==> config.mk <==
export PLATFORM = sky130hd
export DESIGN_NAME = operand_decode_flat
export DESIGN_NICKNAME = d
export VERILOG_FILES = /design/src/rtl/operand_decode_pkg.sv /design/src/rtl/operand_decode_if.sv /design/src/rtl/operand_decode_dec5to32.sv /design/src/rtl/operand_decode.sv /design/src/flat_wrapper.sv
export SDC_FILE = /design/constraint.sdc
export NUM_CORES = 1
export LEC_CHECK = 0
export ABC_AREA = 1
export CAP_MARGIN = 20
export CELL_PAD_IN_SITES_DETAIL_PLACEMENT = 1
export CELL_PAD_IN_SITES_GLOBAL_PLACEMENT = 1
export CORE_ASPECT_RATIO = 0.9
export CORE_MARGIN = 2
export CORE_UTILIZATION = 38
export DETAILED_ROUTE_END_ITERATION = 8
export PLACE_DENSITY = 0.95
export SLEW_MARGIN = 5
export SYNTH_ARGS = -nofsm -noshare
export SYNTH_HDL_FRONTEND = slang
export SYNTH_SLANG_ARGS = --single-unit
==> constraint.sdc <==
create_clock -name clk -period 3.7 [get_ports clk]
set_input_delay 0.74 -clock clk [delete_from_list [all_inputs] [get_ports clk]]
set_output_delay 0.74 -clock clk [all_outputs]
set_load 0.05 [all_outputs]
==> src/rtl/operand_decode_pkg.sv <==
// rtl/operand_decode_pkg.sv - shared processor constants and instruction classifier
// Opcode fields, the register-31 select and the bubble word used by the decode stage.
package operand_decode_pkg;

  localparam logic [10:0] OP_LDUR  = 11'h7C2;
  localparam logic [10:0] OP_STUR  = 11'h7C0;
  localparam logic [7:0]  OP_CBZ   = 8'hB4;
  localparam logic [5:0]  OP_B     = 6'h05;
  localparam logic [31:0] SEL_ZERO = 32'h8000_0000;
  localparam logic [31:0] BUBBLE   = 32'hFFFF_FFFF;

  typedef enum logic [2:0] {
    K_ALU,
    K_LDUR,
    K_STUR,
    K_CBZ,
    K_B
  } instr_kind_e;

  // Anything not recognised is a register-writing ALU op, including the bubble.
  function automatic instr_kind_e classify(input logic [31:0] w);
    instr_kind_e k;
    if (w[31:21] == OP_LDUR)      k = K_LDUR;
    else if (w[31:21] == OP_STUR) k = K_STUR;
    else if (w[31:24] == OP_CBZ)  k = K_CBZ;
    else if (w[31:26] == OP_B)    k = K_B;
    else                          k = K_ALU;
    return k;
  endfunction

endpackage

==> src/rtl/operand_decode_if.sv <==
// rtl/operand_decode_if.sv - fetch/decode bus between fetch, decode and register file
// Master is the fetch side driving ibus; slave is the decode stage.
interface operand_decode_if;

  logic [31:0] ibus;
  logic        ivalid;
  logic        flush;
  logic        stall;
  logic [31:0] Aselect;
  logic [31:0] Bselect;
  logic [31:0] Dselect;

  modport master (
    output ibus, ivalid, flush,
    input  stall, Aselect, Bselect, Dselect
  );

  modport slave (
    input  ibus, ivalid, flush,
    output stall, Aselect, Bselect, Dselect
  );

endinterface

==> src/rtl/operand_decode_dec5to32.sv <==
// rtl/operand_decode_dec5to32.sv - 5-bit register index to 32-bit one-hot select
module dec5to32 (
  input  logic [4:0]  idx,
  output logic [31:0] onehot
);

  assign onehot = 32'h1 << idx;

endmodule

==> src/rtl/operand_decode.sv <==
// rtl/operand_decode.sv - ID-stage operand decode with load-use stall and destination pipe
// Holds the ID instruction and carries one-hot destinations through EX, MEM and WB.
module operand_decode
  import operand_decode_pkg::*;
(
  input  logic             clk,
  input  logic             nreset,
  operand_decode_if.slave  bus
);

  logic [31:0] id_q, id_d;
  logic [31:0] ex_dst_q, ex_dst_d;
  logic [31:0] mem_dst_q, mem_dst_d;
  logic [31:0] wb_dst_q, wb_dst_d;
  logic        ex_load_q, ex_load_d;

  instr_kind_e kind;
  logic [4:0]  b_idx;
  logic [31:0] rn_sel, b_sel, rd_sel;
  logic [31:0] a_out, b_out, id_dst;
  logic        hazard;

  assign kind  = classify(id_q);
  // Stores and CBZ read their data register through the Rt field on port B.
  assign b_idx = (kind == K_STUR || kind == K_CBZ) ? id_q[4:0] : id_q[20:16];

  dec5to32 u_dec_rn (.idx(id_q[9:5]), .onehot(rn_sel));
  dec5to32 u_dec_rb (.idx(b_idx),     .onehot(b_sel));
  dec5to32 u_dec_rd (.idx(id_q[4:0]), .onehot(rd_sel));

  always_comb begin
    a_out  = rn_sel;
    b_out  = b_sel;
    id_dst = rd_sel;
    unique case (kind)
      K_LDUR: b_out = SEL_ZERO;
      K_STUR: id_dst = SEL_ZERO;
      K_CBZ:  id_dst = SEL_ZERO;
      K_B: begin
        a_out  = SEL_ZERO;
        b_out  = SEL_ZERO;
        id_dst = SEL_ZERO;
      end
      default: ;
    endcase
  end

  // Register 31 reads as zero, so a load targeting it never creates a dependency.
  always_comb begin
    hazard = ex_load_q && (ex_dst_q != SEL_ZERO) &&
             (((ex_dst_q & a_out) != '0) || ((ex_dst_q & b_out) != '0));
  end

  assign bus.stall   = hazard && !bus.flush;
  assign bus.Aselect = a_out;
  assign bus.Bselect = b_out;
  assign bus.Dselect = wb_dst_q;

  always_comb begin
    id_d      = id_q;
    ex_dst_d  = ex_dst_q;
    ex_load_d = ex_load_q;
    mem_dst_d = ex_dst_q;
    wb_dst_d  = mem_dst_q;
    if (bus.flush) begin
      id_d      = BUBBLE;
      ex_dst_d  = SEL_ZERO;
      ex_load_d = 1'b0;
    end else if (hazard) begin
      ex_dst_d  = SEL_ZERO;
      ex_load_d = 1'b0;
    end else begin
      id_d      = bus.ivalid ? bus.ibus : BUBBLE;
      ex_dst_d  = id_dst;
      ex_load_d = (kind == K_LDUR);
    end
  end

  always_ff @(posedge clk) begin
    if (!nreset) begin
      id_q      <= BUBBLE;
      ex_dst_q  <= SEL_ZERO;
      ex_load_q <= 1'b0;
      mem_dst_q <= SEL_ZERO;
      wb_dst_q  <= SEL_ZERO;
    end else begin
      id_q      <= id_d;
      ex_dst_q  <= ex_dst_d;
      ex_load_q <= ex_load_d;
      mem_dst_q <= mem_dst_d;
      wb_dst_q  <= wb_dst_d;
    end
  end

endmodule

==> src/flat_wrapper.sv <==
// flat-port wrapper written by rule: the top's interface ports become plain ports
module operand_decode_flat import operand_decode_pkg::*;
  (clk, nreset, bus_ibus, bus_ivalid, bus_flush, bus_stall, bus_Aselect, bus_Bselect, bus_Dselect);
  operand_decode_if bus_i ();
  input  logic clk;
  input  logic nreset;
  input wire logic [$bits(bus_i.ibus)-1:0] bus_ibus;
  input wire logic [$bits(bus_i.ivalid)-1:0] bus_ivalid;
  input wire logic [$bits(bus_i.flush)-1:0] bus_flush;
  output wire logic [$bits(bus_i.stall)-1:0] bus_stall;
  output wire logic [$bits(bus_i.Aselect)-1:0] bus_Aselect;
  output wire logic [$bits(bus_i.Bselect)-1:0] bus_Bselect;
  output wire logic [$bits(bus_i.Dselect)-1:0] bus_Dselect;
  assign bus_i.ibus = bus_ibus;
  assign bus_i.ivalid = bus_ivalid;
  assign bus_i.flush = bus_flush;
  assign bus_stall = bus_i.stall;
  assign bus_Aselect = bus_i.Aselect;
  assign bus_Bselect = bus_i.Bselect;
  assign bus_Dselect = bus_i.Dselect;
  operand_decode u_core (.clk(clk), .nreset(nreset), .bus(bus_i));
endmodule
# --- Word level (Yosys, flattened, before mapping) ---
# Cells that the tools add are included.
# Widths: inputs -> output; s select.
op_classes:
  mux: 8
  shift: 3
  n_reduce_logical: 12
  eq_ne: 9
  n_bitwise: 3
op_table:
  columns: ["operator", "n"]
  rows:
  - ["$mux 32", 3]
  - ["$shl 1x5->32 const A", 3]
  - ["$and 32x32->32", 2]
  - ["$reduce_bool 32->1", 2]
  - ["$ne 32x32->1 const B", 1]
  - ["$eq 11x11->1 const B", 2]
  - ["$mux 3", 4]
  - ["$eq 8x8->1 const B", 1]
  - ["$eq 3x2->1 const B", 2]
  - ["$eq 6x3->1 const B", 1]
  - ["$reduce_or 6->1", 1]
  - ["$mux 5", 1]
  - ["$reduce_or 2->1", 2]
  - ["$eq 3x1->1 const B", 1]
  - ["$eq 3x3->1 const B", 1]
  - ["$logic_and 1x1->1", 3]
  - ["$reduce_or 3->1", 1]
  - ["$logic_or 1x1->1", 2]
  - ["$logic_not 1->1", 1]
  - ["$not 1->1", 1]
word_totals:
  wordCells: 40
  in_bits: 36
  out_inout_bits: 97
  ff_bits: 129

# --- Logic depth before layout (Yosys ltp) ---
# Gate-level depths: netlist (run 1).
depth:
  depth_word: 15
  ltp_mapped: 21

# --- Modules after synthesis ---
# From an unflattened synthesis (run 1), not the netlist that was laid out.
hier_totals:
  cells_unflattened: 976
  area_unflattened_um2: 6536.3
modules_own_cells:
  columns: ["module", "instances", "seq_area_each_um2", "cells_per_inst", "area_per_inst_um2"]
  rows:
  - ["operand_decode", 1, 2462.4, 787, 5417.7]
  - ["dec5to32", 3, 0.0, 63, 372.9]

# --- Worst setup path after synthesis (run 1) ---
# OpenSTA, ideal clock, no wires.
synth_timing:
  kind: "register to output"
  startpoint: "reg u_core.id_q[9]"
  endpoint: "out bus_stall"
  stages_incl_launch_ff: 16
  arrival_ns: 3.412
  path_buffers: 3
  path_slack_ns: -0.452
  path_cell_list: "dfxtp_1 clkbuf_1 inv_1 buf_2 nor3_1 nand2_1 nand2_1 nor2_1 nand2_1 nor2_1 nand2_1 nor2_1 nand3_2 nand2_4 buf_2 nor2_1"
synth_between:
  elab_chain_cells: 7
synth_rtl:
  columns: ["element", "line", "text"]
  rows:
  - ["start, declared", "operand_decode.sv:11", "logic [31:0] id_q, id_d;"]
  - ["start signal, assigned", "operand_decode.sv:87", "id_q <= id_d;"]
  - ["$shl 1x5->32", "operand_decode_dec5to32.sv:7", "assign onehot = 32'h1 << idx;"]
  - ["$mux 32", "operand_decode.sv:35", "unique case (kind)"]
  - ["named net bus_Aselect[24]", "flat_wrapper.sv:11", "output wire logic [$bits(bus_i.Aselect)-1:0] bus_Aselect;"]
  - ["$and 32x32->32", "operand_decode.sv:51", "(((ex_dst_q & a_out) != '0) || ((ex_dst_q & b_out) != '0));"]
  - ["$reduce_bool 32->1", "operand_decode.sv:51", null]
  - ["$logic_or 1x1->1", "operand_decode.sv:51", null]
  - ["$logic_and 1x1->1", "operand_decode.sv:50", "hazard = ex_load_q && (ex_dst_q != SEL_ZERO) &&"]
  - ["$logic_and 1x1->1", "operand_decode.sv:54", "assign bus.stall = hazard && !bus.flush;"]
  - ["end, declared", "flat_wrapper.sv:10", "output wire logic [$bits(bus_i.stall)-1:0] bus_stall;"]
# The timed path passes the listed nets, and every way through them passes these cells.

# --- Worst setup path after layout (run 1) ---
layout_timing:
  startpoint: "reg u_core.id_q[24]"
  endpoint: "out bus_stall"
layout_between:
  elab_chain_cells: 14
  elab_cells_between_ends: 23
  cone_classes: "7 x eq/ne; 1 x shift; 6 x mux; 2 x bitwise; 7 x reduce/logical"
layout_rtl:
  columns: ["element", "line", "text"]
  rows:
  - ["$eq 8x8->1", "operand_decode_pkg.sv:25", "else if (w[31:24] == OP_CBZ) k = K_CBZ;"]
  - ["$mux 3", "operand_decode_pkg.sv:25", null]
  - ["$mux 3", "operand_decode_pkg.sv:24", "else if (w[31:21] == OP_STUR) k = K_STUR;"]
  - ["$mux 3 (*)", "operand_decode_pkg.sv:23", "if (w[31:21] == OP_LDUR) k = K_LDUR;"]
  - ["$eq 3x2->1", "operand_decode.sv:25", "assign b_idx = (kind == K_STUR || kind == K_CBZ) ? id_q[4:0] : id_q[20:16];"]
  - ["$logic_or 1x1->1", "operand_decode.sv:25", null]
  - ["$mux 5", "operand_decode.sv:25", null]
  - ["$shl 1x5->32", "operand_decode_dec5to32.sv:7", null]
  - ["$mux 32", "operand_decode.sv:35", null]
  - ["$and 32x32->32", "operand_decode.sv:51", null]
  - ["$reduce_bool 32->1", "operand_decode.sv:51", null]
  - ["$logic_or 1x1->1 (*)", "operand_decode.sv:51", null]
  - ["$logic_and 1x1->1 (*)", "operand_decode.sv:50", null]
  - ["$logic_and 1x1->1 (*)", "operand_decode.sv:54", null]
# Every way passes the cells marked *; elsewhere a longest branch is shown, timed or not.

==> results.toml, run 1 <==
[outcome]
status = "finished with violations"
violations = "negative setup slack"

[logic_synthesis]
synthCells = 758
synth-seq-area-share_pct = 45.7
synthFlopType = "dfxtp_1"
synth_top_area_share_pct = 45.7
synth_top_area_cell = "dfxtp_1"
syn-cell-area_sq_um = 5390
synth_edf_count = 0
yosysUniqueCellTypes = 35
syn-mean-instance-area_sq_um = 7.11
ys_seq_elements = 123
yosysWarnings = 0
synthTopCellsByArea = "dfxtp_1, nand2_1, nor2_1"
synthArstFlopShare_pct = 0
synth_nets = 794

[min_path]
min_to = "u_core.bus.Dselect[13]"
min_path_type = "register to register"
min_from = "u_core.mem_dst_q[13]"
whs_path_depth = 2

[clock_network]
h-tree-depth = 4
clock-root-buffer = "clkbuf_16"
cts_tree = "built"
path_clk_slew_ns = 0.07
cts.sinks = 123
cts_buffer_depth = 2
cts_hold_buf = 0
cts_made_buffers = 17
worst_skew_pair.late_latency_ns = 0.44

[sta]
hold_violations = 0
worst_slack_ns = -0.0181
slew_viol_final = 0
min_period_over_period_pct = 100
max-slew-margin-rel_pct = 55.7
fmax_ghz = 0.269
finalSetupViolations = 1
clock_skew_ns = 0.0147
period_minus_slack_ns = 3.72
worstMarginPinSlew_ns = 0.663

[layout]
diodes = 0
nets = 921
final_common_cell = "nand2_1"
final_area_sq_um = 7630
mostFrequentLayoutCells = "nand2_1, dfxtp_1, inv_1, nor2_1, clkdlybuf4s50_1"
drive_above_1_share_pct = 19.4
area_growth_syn_to_layout_pct = 41.5

[critical_path]
rr_worst_depth = 19
slowest_delay_ns = 0.36
crit_chain = "inv_1 -> nand2_1 -> nor2_2 -> nand3_4 -> nand2_4 -> nand2_1 -> nand2_2 -> nand2_2 -> nor2_4 -> nand4_1 -> nand2_1 -> nor2_1 -> nand2_1 -> nor2_2 -> nand3_2 -> nand2_4 -> nor2_2 -> buf_6"
reg2reg_from = "u_core.id_q[24]"
end_kind = "output port"
cp.depth = 18
critPathBufInv = 2
start_kind = "register"
rrSetupSlack_ns = 0.28
crit_arrival_ns = 2.98
cpMostUsedCell = "nand2_1"
cp_slowest_cell = "dfxtp_1"
critPathRequiredTime_ns = 2.96
r2r_end = "u_core.ex_dst_q[2]"
crit_type = "register to output port"
path_delay_family = "simple AND/OR/NAND/NOR gates"
worstPathMaxFanout = 8

[die]
core-area_sq_um = 14000
row_count = 41
num_io_pins = 133
die_x_um = 130
chipHeight_um = 117
start_util_pct = 38.6
die_area_sq_um = 15200

[global_route]
grt_pass1_wl_um = 32600
overflow = 0
antenna_found_initial = 0
grt_pass1_vias = 5936
grt_start_max_net_pins = 64
grt_use_total_pct = 28.8

[pwr]
ir_drop_uv = 330
power_uw = 3190
powerDensity_nw_per_um2 = 418
power.leakage_uw = 0.00358

[placement]
hpwl_um = 14000
placed_area_sq_um = 6840
portBuffers = 126
globalplace.congestion = 0.925

[job]
maxCapViolations = 0

[route]
drc = 0
drtPass1Iterations = 5
drt_wl_total_um = 23500
vias_per_cell = 5.47
ant_nets = 0
drtIter0Drc = 724
post_drt_wl_per_cell_um = 21.6
vias = 5973
registers in the layout (all words and copies together) (netlist names):
signal              flops
u_core.bus.Dselect     32
u_core.ex_dst_q        32
u_core.ex_load_q        1
u_core.id_q            26
u_core.mem_dst_q       32
worst max-delay path by stage:
stage	start	endpoint	slack (ns)
floorplan	u_core.id_q[9]	bus_stall	0.06
global placement	u_core.id_q[30]	bus_Bselect[12]	0.40
detailed placement	u_core.id_q[24]	bus_Bselect[14]	0.29
CTS	u_core.id_q[28]	bus_stall	-0.05
global route	u_core.id_q[24]	bus_stall	-0.13
finish	u_core.id_q[24]	bus_stall	-0.02
power by group:
group          internal, uW  switching (uW)
Clock                   934             722
Combinational          64.1             120
Sequential             1330            12.9
Total                  2330             855
repair_timing:
action	in CTS	in global routing
cloned	0	0
buffers inserted	0	11
pin swaps	0	11
hold endpoints to repair	0	0
setup endpoints to repair	14	28
gates resized for setup	19	37
cell type report:
| class | count | area (sq um) |
|---|---|---|
| Timing Repair Buffer | 145 | 1340 |
| Sequential cell | 123 | 2460 |
| Clock buffer | 17 | 425 |
| Fill cell | 1718 | 6320 |
| Clock inverter | 15 | 141 |
| Multi-Input combinational cell | 492 | 2610 |
| Tap cell | 193 | 241 |
| Inverter | 106 | 413 |
metrics by stage:
stage | cells | hold slack, ns | utilization, % | setup TNS (ns) | worst slack (ns)
2_1_floorplan | 758 | 0.390 | - | 0 | 0.0630
3_3_place_gp | 1048 | 0.394 | 49.0 | 0 | 0.403
3_5_place_dp | 1048 | 0.401 | 49.0 | 0 | 0.290
4_1_cts | 1080 | 0.412 | 53.1 | -0.0490 | -0.0490
5_1_grt | 1091 | 0.446 | 54.7 | -0.151 | -0.125
6_report | 1091 | 0.411 | 54.7 | -0.0181 | -0.0181
tightest hold or removal path: stages, from the launching register on:
cell,delay [ns]
dfxtp_1,0.31
nand2_1,0.05
inv_1,0.04
cell usage after synthesis (2+ instances only):
master and count:
dfxtp_1 123, nand3_1 36, o21ai_0 17, nand3b_1 2, o21ai_1 10, nor2_2 27
clkinv_1 4, or4_1 2, buf_2 14, nor2_1 100, nor2_4 2, buf_6 4
nand2_4 4, inv_2 5, nand4_1 48, nand2_1 197, nor4_1 6, nand4_4 2
inv_1 97, clkbuf_1 16, nand2_2 3, nor3_1 24, nand3_4 2, buf_4 2
cell families (layout without fill, tap and decap cells):
group / Yosys count / count (layout) / share of synthesized area [%]
simple gates: 461 / 461 / 40.2
buf+inv: 143 / 283 / 11.0
flops: 123 / 123 / 45.7
compound gates: 31 / 31 / 3.16
layer usage:
metal  global-route usage [%]  up-vias  routed length [um]
li1                         -     2647                   -
met1                     32.6     2862                9010
met2                     50.7      345               11500
met3                     6.82      119                1720
met4                     15.1        0                1340
met5                        0        -                   0
No activity file was read; power rests on OpenSTA's default activity.
==> inputs of run 2 (changes only) <==
Settings changed: CORE_UTILIZATION 38 to 35, PLACE_DENSITY 0.95 to 0.9.
Clock period 3.7 ns to 3.5 ns, I/O delays scaled along.
==> results.toml, run 2 (synthesized netlist as in run 1, its figures left out) <==
[outcome]
status = "finished with violations"
violations = "negative setup slack"

[die]
row_count = 43
die_area_sq_um = 16400
chipHeight_um = 122
core-area_sq_um = 15200
die_x_um = 135
num_io_pins = 133
start_util_pct = 35.4

[placement]
placed_area_sq_um = 7060
dp_slack_ns = 0.290
globalplace.congestion = 0.955
hpwl_um = 13300
portBuffers = 126

[global_route]
grt_pass1_vias = 5594
antenna_found_initial = 0
grt_pass1_wl_um = 29900
overflow = 0
grt_use_total_pct = 24.1
grt_start_max_net_pins = 64

[route]
drtIter0Drc = 524
drtPass1Iterations = 5
drc = 0
ant_nets = 0
drt_wl_total_um = 22900
vias = 5969
vias_per_cell = 5.35
post_drt_wl_per_cell_um = 20.5

[job]
maxCapViolations = 0

[min_path]
min_path_type = "register to register"

[sta]
period_minus_slack_ns = 3.72
max-slew-margin-rel_pct = 56.9
fmax_ghz = 0.269
finalSetupViolations = 2
rsz0062_at_grt = "true"
hold_violations = 0
worstMarginPinSlew_ns = 0.645
whs_ns = 0.413
min_period_over_period_pct = 106
clock_skew_ns = 0.00844
worst_slack_ns = -0.222
slew_viol_final = 0

[pwr]
ir_drop_uv = 405
power.leakage_uw = 0.00375
power_uw = 3380
powerDensity_nw_per_um2 = 415

[clock_network]
worst_skew_pair.late_latency_ns = 0.42
cts_tree = "built"
h-tree-depth = 4
path_clk_slew_ns = 0.05
cts_buffer_depth = 2
cts.sinks = 123
clock-root-buffer = "clkbuf_16"
cts_hold_buf = 0
cts_made_buffers = 17

[layout]
area_growth_syn_to_layout_pct = 50.8
diodes = 0
nets = 939
mostFrequentLayoutCells = "nand2_1, dfxtp_1, inv_1, nor2_1, clkdlybuf4s50_1"
drive_above_1_share_pct = 25.8
postLayoutCoreUtil_pct = 53.4
final_area_sq_um = 8130
final_common_cell = "nand2_1"

[critical_path]
crit_type = "register to output port"
worstPathMaxFanout = 8
end_kind = "output port"
critPathRequiredTime_ns = 2.80
crit_arrival_ns = 3.02
start_kind = "register"
[run 2: cell type report]
cell class	count	area (sq um)
clock buffer	21	440
clock inverter	9	124
fill	1815	7090
inverter	106	420
multi-input combinational	492	2770
sequential	123	2470
tap	202	253
timing repair buffer	163	1650
[run 2: repair_timing]
action | in CTS | in global routing
cloned | 0 | 0
setup endpoints to repair | 17 | 16
setup buffers | 0 | 23
gates resized for setup | 10 | 81
pin swaps | 0 | 38
[run 2: final timing paths]
kind,endpoint,startpoint,slack [ns],cells past startpoint
max,bus_stall,u_core.id_q[21],-0.22,18
min,u_core.bus.Dselect[14],u_core.mem_dst_q[14],0.41,2
max reg2reg,u_core.ex_dst_q[19],u_core.id_q[21],-0.01,20
min reg2reg,u_core.bus.Dselect[14],u_core.mem_dst_q[14],0.41,2
[run 2: power breakdown]
part | internal [uW] | switching [uW]
logic | 84.7 | 134
clock network | 1100 | 628
registers | 1410 | 14.1
total | 2600 | 777
[run 2: layer usage]
metal	routed length, um	vias up	part of all wire [%]	global-route usage, %
met5	0	-	0	0
met4	1150	0	5.0	11.0
met3	1880	99	8.2	5.24
met2	11100	344	48	42.2
met1	8770	2849	38	28.2
li1	-	2677	-	-
[run 2: critical path, cell delays in order, from the launching register on]
cell and delay [ns]:
dfxtp_1 0.33, inv_1 0.09, nand2_2 0.08, nor2_2 0.19, nand3_4 0.19, nand2_8 0.18, nand2_4 0.07, nand2_4 0.13
nand2_4 0.09, nor2_4 0.24, nand4_1 0.18, nand2_1 0.18, nor2_2 0.06, nand2_1 0.08, nor2_2 0.05, nand3_2 0.09
nand2_4 0.08, nor2_4 0.13, buf_12 0.14
[run 2: through the flow]
step,std cells,TNS [ns]
3_3_place_gp,1063,0
4_1_cts,1093,-1.20
3_5_place_dp,1063,0
5_1_grt,1116,-0.710
2_1_floorplan,758,0
6_report,1116,-0.232
